File: config.mk
export PLATFORM = sky130hd
export DESIGN_NAME = tdm_demux_rx
export DESIGN_NICKNAME = d
export VERILOG_FILES = /design/src/rtl/tdm_pkg.sv /design/src/rtl/tdm_slot_counter.sv /design/src/rtl/tdm_demux_rx.sv
export SDC_FILE = /design/constraint.sdc
export NUM_CORES = 1
export LEC_CHECK = 0
export BUFFER_PORTS_ARGS = -buffer_cell sky130_fd_sc_hd__buf_4
export CORE_AREA = 2 2 39 41
export CTS_CLUSTER_DIAMETER = 200
export CTS_CLUSTER_SIZE = 25
export DETAILED_ROUTE_END_ITERATION = 8
export DIE_AREA = 0 0 41 43
export PLACE_DENSITY_LB_ADDON = 0.08
export SYNTH_ARGS = -nofsm -noshare
export SYNTH_HDL_FRONTEND = slang
export SYNTH_SLANG_ARGS = --single-unit
File: constraint.sdc
create_clock -name clk -period 1.15 [get_ports clk]
set_input_delay 0 -clock clk [delete_from_list [all_inputs] [get_ports clk]]
set_output_delay 0 -clock clk [all_outputs]
set_load 0.1 [all_outputs]
File: src/rtl/tdm_pkg.sv
// Shared definitions for the TDM mux path (transmitter and receiver).
package tdm_pkg;

    // Receiver frame state: no frame open, or partial frame held.
    typedef enum logic {
        IDLE    = 1'b0,
        COLLECT = 1'b1
    } tdm_state_t;

    // Slot index width for a given lane count; a single lane still gets one bit.
    function automatic int sel_width(input int lanes);
        return (lanes > 1) ? $clog2(lanes) : 1;
    endfunction

endpackage

File: src/rtl/tdm_slot_counter.sv
// Slot index register with clear / load-1 / increment and a last-slot flag.
module tdm_slot_counter
    import tdm_pkg::*;
#(
    parameter int WIDTH = 2,
    parameter int SELW  = sel_width(WIDTH)
) (
    input  logic            clk,
    input  logic            rst,
    input  logic            clr,
    input  logic            load1,
    input  logic            inc,
    output logic [SELW-1:0] slot,
    output logic            last_slot
);

    logic [SELW-1:0] slot_reg;

    // Slot register; clear wins over load-1, which wins over increment.
    always_ff @(posedge clk or posedge rst) begin
        if (rst) begin
            slot_reg <= '0;
        end else if (clr) begin
            slot_reg <= '0;
        end else if (load1) begin
            slot_reg <= SELW'(1);
        end else if (inc) begin
            slot_reg <= slot_reg + SELW'(1);
        end
    end

    assign slot      = slot_reg;
    assign last_slot = (slot_reg == SELW'(WIDTH - 1));

endmodule

File: src/rtl/tdm_demux_rx.sv
// TDM receive demux: steers serial slot bits into lanes and presents whole words.
module tdm_demux_rx
    import tdm_pkg::*;
#(
    parameter int WIDTH = 2,
    parameter int SELW  = sel_width(WIDTH)
) (
    input  logic             clk,
    input  logic             rst,
    input  logic             in_valid,
    input  logic             frame_start,
    input  logic             y_in,
    output logic [SELW-1:0]  sel_out,
    output logic [WIDTH-1:0] d_out,
    output logic             d_valid,
    output logic             frame_err,
    output logic             busy
);

    tdm_state_t       state_reg, state_next;
    logic [WIDTH-1:0] shadow_reg, shadow_next;
    logic [WIDTH-1:0] d_out_reg, d_out_next;
    logic             d_valid_reg, d_valid_next;
    logic             frame_err_reg, frame_err_next;

    logic             slot_clr, slot_load1, slot_inc;
    logic [SELW-1:0]  slot;
    logic             last_slot;
    logic [SELW-1:0]  write_idx;
    logic [WIDTH-1:0] merged_word;
    logic             complete;

    tdm_slot_counter #(
        .WIDTH (WIDTH),
        .SELW  (SELW)
    ) u_slot (
        .clk       (clk),
        .rst       (rst),
        .clr       (slot_clr),
        .load1     (slot_load1),
        .inc       (slot_inc),
        .slot      (slot),
        .last_slot (last_slot)
    );

    // A frame-start bit always lands in lane 0; otherwise the current slot's lane.
    always_comb begin
        write_idx = '0;
        if (state_reg == COLLECT && !frame_start) begin
            write_idx = slot;
        end
    end

    // Shadow word with the current bit merged in, so completion uses the same-cycle bit.
    generate
        for (genvar gi = 0; gi < WIDTH; gi++) begin : g_lane
            assign merged_word[gi] = (write_idx == SELW'(gi)) ? y_in : shadow_reg[gi];
        end
    endgenerate

    // Next-state, shadow capture, completion and error pulse decisions.
    always_comb begin
        state_next     = state_reg;
        shadow_next    = shadow_reg;
        d_out_next     = d_out_reg;
        d_valid_next   = 1'b0;
        frame_err_next = 1'b0;
        slot_clr       = 1'b0;
        slot_load1     = 1'b0;
        slot_inc       = 1'b0;
        complete       = 1'b0;

        if (in_valid) begin
            unique case (state_reg)
                IDLE: begin
                    // Bits without frame_start are strays and are dropped silently.
                    if (frame_start) begin
                        shadow_next = merged_word;
                        if (WIDTH == 1) begin
                            complete = 1'b1;
                        end else begin
                            slot_load1 = 1'b1;
                            state_next = COLLECT;
                        end
                    end
                end
                COLLECT: begin
                    shadow_next = merged_word;
                    if (frame_start) begin
                        // Early start: drop the partial frame and resync on this bit.
                        frame_err_next = 1'b1;
                        if (WIDTH == 1) begin
                            complete = 1'b1;
                        end else begin
                            slot_load1 = 1'b1;
                        end
                    end else if (last_slot) begin
                        complete = 1'b1;
                    end else begin
                        slot_inc = 1'b1;
                    end
                end
                default: state_next = IDLE;
            endcase
        end

        if (complete) begin
            d_out_next   = merged_word;
            d_valid_next = 1'b1;
            slot_clr     = 1'b1;
            state_next   = IDLE;
        end
    end

    // State, shadow word and registered outputs.
    always_ff @(posedge clk or posedge rst) begin
        if (rst) begin
            state_reg     <= IDLE;
            shadow_reg    <= '0;
            d_out_reg     <= '0;
            d_valid_reg   <= 1'b0;
            frame_err_reg <= 1'b0;
        end else begin
            state_reg     <= state_next;
            shadow_reg    <= shadow_next;
            d_out_reg     <= d_out_next;
            d_valid_reg   <= d_valid_next;
            frame_err_reg <= frame_err_next;
        end
    end

    assign sel_out   = slot;
    assign d_out     = d_out_reg;
    assign d_valid   = d_valid_reg;
    assign frame_err = frame_err_reg;
    assign busy      = (state_reg == COLLECT);

endmodule
---- Yosys cells after proc, flatten, opt, wreduce, memory -nomap -nowiden ----
Cells that the tools add are included.
W data, S select, Z words.
storage, ports and cells
  register bits after elaboration ......... 8
  output and inout bits ................... 6
cells by class
  $add $sub $neg .......................... 1
  equality and inequality tests ........... 1
  muxes and demuxes ....................... 24
  bitwise gates (word level) .............. 1
  reduce and logical (&&, ||, !) cells .... 5
operators with widths
  kind                   count
  $mux W1                22
  $pmux W2 S2            1
  $reduce_bool A3 Y1     1
  $mux W2                1
  $ne A2 B2 Y1 const B   1
  $reduce_and A2 Y1      1
  $reduce_bool A2 Y1     1
  $add A1 B1 Y1 const B  1
  $logic_and A1 B1 Y1    1
  $logic_not A1 Y1       1
  $not A1 Y1             1

---- Longest topological paths before layout ----
  depth in word-level cells ............... 7
  mapped depth ............................ 4
  gate-level depth less buffers ........... 4

---- Cells and area by module ----
Synthesis repeated with hierarchy kept, for this count alone.
second synthesis, totals
  cell total of the unflattened synthesis .. 34
  area total of the unflattened synthesis .. 365.4 um2
by module, submodules not included
  module            instances  cells each  area each (um2)  sequential area each (um2)
  tdm_demux_rx      1          28          311.5            175.2
  tdm_slot_counter  1          6           53.8             25.0

---- Worst setup path after synthesis ----
Ideal clock, no wire load.
  path type ............................... register to register
  from .................................... reg state_reg, in the netlist busy
  to ...................................... reg shadow_reg[0]
  setup time .............................. 0.128 ns
  arrival ................................. 1.527 ns
  data required time ...................... 1.022 ns
  setup slack ............................. -0.505 ns
  stages on the path, launching flop included .. 4
  buffers on the path ..................... 0
  clock period less this slack ............ 1.655 ns
  path through ............................ dfrtp_1 -> nor2b_1 -> o21ai_1 -> mux2_1
on the way
  longest elaborated chain between the ends .. 5
RTL lines
  what                    RTL line             text
  from (decl)             tdm_demux_rx.sv:20   tdm_state_t state_reg, state_next;
  from (signal assigned)  tdm_demux_rx.sv:124  state_reg <= state_next;
  $logic_and A1 B1 Y1     tdm_demux_rx.sv:49   if (state_reg == COLLECT && !frame_start) begin
  $mux W1                 tdm_demux_rx.sv:49
  $mux W1                 tdm_demux_rx.sv:57   assign merged_word[gi] = (write_idx == SELW'(gi)) ? y_in : shadow_reg[gi];
  $mux W2                 tdm_demux_rx.sv:77   if (frame_start) begin
  $pmux W2 S2             tdm_demux_rx.sv:74   unique case (state_reg)
  to (signal assigned)    tdm_demux_rx.sv:125  shadow_reg <= shadow_next;
  to (decl)               tdm_demux_rx.sv:21   logic [WIDTH-1:0] shadow_reg, shadow_next;
Parallel ways exist; a longest one is shown, timed or not. The select of a mux whose other input is x is not followed.
A chain may end at the register's enable or synchronous reset.

---- Worst setup path after layout ----
Ends and elaborated chain as after synthesis.

==> impl_metrics.json <==
{
  "status": "finished with violations",
  "violations": "negative setup slack",
  "final_common_cell": "buf_4",
  "maxCapViolations": 0,
  "worst_slack_ps": -1.59,
  "num_vias": 239,
  "yosys_register_bits": 7,
  "nNetsFinal": 49,
  "setup_viol": 1,
  "start_util_pct": 19.5,
  "grt_overflow": 0,
  "grt_pass1_wl_mm": 1.02,
  "synth_cell_types": 11,
  "yosysTopAreaCell": "dfrtp_1",
  "drc_errors": 0,
  "pin_count": 11,
  "post-place-ws_ps": -13.3,
  "ir_worst_vdd_mv": 0.683,
  "clock_latency_ps": 250,
  "crit_type": "flop to flop",
  "hold_class": "input pin to flop",
  "max_freq_mhz": 868,
  "path_clk_slew_ps": 50,
  "fin_cells": 59,
  "leakage_nw": 0.236,
  "antenna_found_initial": 0,
  "syn_nets": 30,
  "finClkSkew_ps": 2.91,
  "cts_buffer_depth": 2,
  "gr-usage-all-layers_pct": 9.21,
  "busiest_layer": "met2",
  "vias_per_cell": 4.05,
  "grt_use_met1_pct": 10.6,
  "place_congestion": 0.723,
  "io_buffers": 10,
  "dieArea_mm2": 0.00176,
  "finalSetupTns_ps": -1.59,
  "slew_headroom_pct": 81.4,
  "crit_required_ps": 1280,
  "mostFrequentLayoutCells": "buf_4 (12), nand2_1 (7), inv_1 (3), clkbuf_4 (3), dfrtp_1 (3)",
  "cts_tree": "built",
  "ys_seq_area_share_pct": 64.8,
  "avgRoutedWirePerCell_um": 9.76,
  "rsz0062_at_grt": "yes",
  "final_core_util_pct": 32.6,
  "crit_fanout": 2,
  "final-hold-violation-count": 0,
  "cp-start-kind": "flop",
  "yosys-top-cells-area": "dfrtp_1 (65%), nand2_1 (9.7%), inv_1 (4.2%), mux2_1 (4.2%), a22o_1 (3.2%)",
  "synth_top_area_share_pct": 64.8,
  "wl_um": 576,
  "drive_gt1_share_pct": 53.5,
  "cts.sinks": 7,
  "cts_root_buf": "clkbuf_4",
  "grt_pass1_vias": 262,
  "first_pass_iters": 3,
  "final_antenna_net_count": 0,
  "synth_area_um2": 270,
  "finalMaxSlewViolations": 0,
  "grt_max_degree": 8,
  "worst_ep_arrival_time_ps": 1290,
  "postCtsSetupBuffers": 0,
  "largest_register_ffs": 2,
  "min_period_ps": 1150,
  "htreeDepth": 1,
  "core_mm2": 0.00138,
  "rows": 14,
  "power.density_mw_per_mm2": 2310,
  "dpl.cell_count": 53,
  "area_growth_pct": 67.1,
  "yosys_warnings": 0,
  "die_w_um": 41,
  "period_share_pct": 100,
  "use_met2_pct": 12.8,
  "critPathCaptureType": "flop",
  "numCtsBuffers": 3,
  "die_h_um": 43,
  "tightest_slew_ps": 279,
  "use_met3_pct": 3.14,
  "first_iter_violations": 5,
  "synthCells": 25,
  "avgSynthCellArea_um2": 10.8,
  "antenna-diode-count": 0
}
-- synth_stat cells --
cell type / number
a21oi_1: 1
a22o_1: 1
and3_2: 1
dfrtp_1: 7
inv_1: 3
mux2_1: 1
nand2_1: 7
nand4b_1: 1
nor2b_1: 1
o21ai_0: 1
o21ai_1: 1
-- report_power, final --
| group | total, mW | internal [mW] | switching [mW] | leakage (nW) |
|---|---|---|---|---|
| Sequential | 0.337 | 0.306 | 0.0315 | 0.0820 |
| Combinational | 0.481 | 0.113 | 0.368 | 0.139 |
| Clock | 0.224 | 0.132 | 0.0915 | 0.0150 |
-- cell type report --
class,instances,area [um2]
flip-flops and latches,7,185
well taps,16,20.0
clock buffers,4,26.3
fillers,152,932
multi-input cells,15,98.8
inverters,3,11.3
repair buffers,14,110
-- metrics by stage --
step	power [mW]	area (um2)	hold slack, ps
floorplan	0.695	280	-197
global placement	0.802	390	-42.4
detailed placement	0.805	390	-35.9
CTS	1.04	437	7.91
global route	1.10	452	32.4
finish	1.04	452	24.9
-- routing by layer --
metal	part of all wire, %	vias to the layer above
li1	-	118
met1	42	116
met2	52	5
met5	0	-
met3	5.2	0
met4	0	0
-- cell families (layout without fill, tap and decap cells) --
| kind of cell | Yosys count | count (layout) | share of synthesized area [%] |
|---|---|---|---|
| mux | 1 | 1 | 4.17 |
| flops | 7 | 7 | 64.8 |
| compound gates | 4 | 4 | 8.79 |
| buf+inv | 3 | 21 | 4.17 |
| simple gates | 10 | 10 | 18.1 |
-- worst max-delay path, stage by stage (launching register included) --
cell	delay [ps]
dfrtp_4	470
nor2b_4	130
o21ai_2	140
mux2_4	310
-- path summary, 6_finish.rpt --
check / startpoint / end / slack (ps) / cells after the start
min in group asynchronous: rst / d_out[0] / 250 / 3
max: busy / shadow_reg[0] / -2 / 3
max reg2reg: busy / shadow_reg[0] / -2 / 3
max in group asynchronous: rst / u_slot.last_slot / 660 / 3
min reg2reg: shadow_reg[0] / d_out[0] / 470 / 2
min: frame_start / busy / 20 / 2
-- what timing repair did --
action                                  CTS  global route
endpoints found under the hold margin     9             0
pin swaps                                 0             1
endpoints found under the setup margin    1             1
hold buffers                              2             0
resized for setup                         0             3
(Power assumes the default switching activity.)
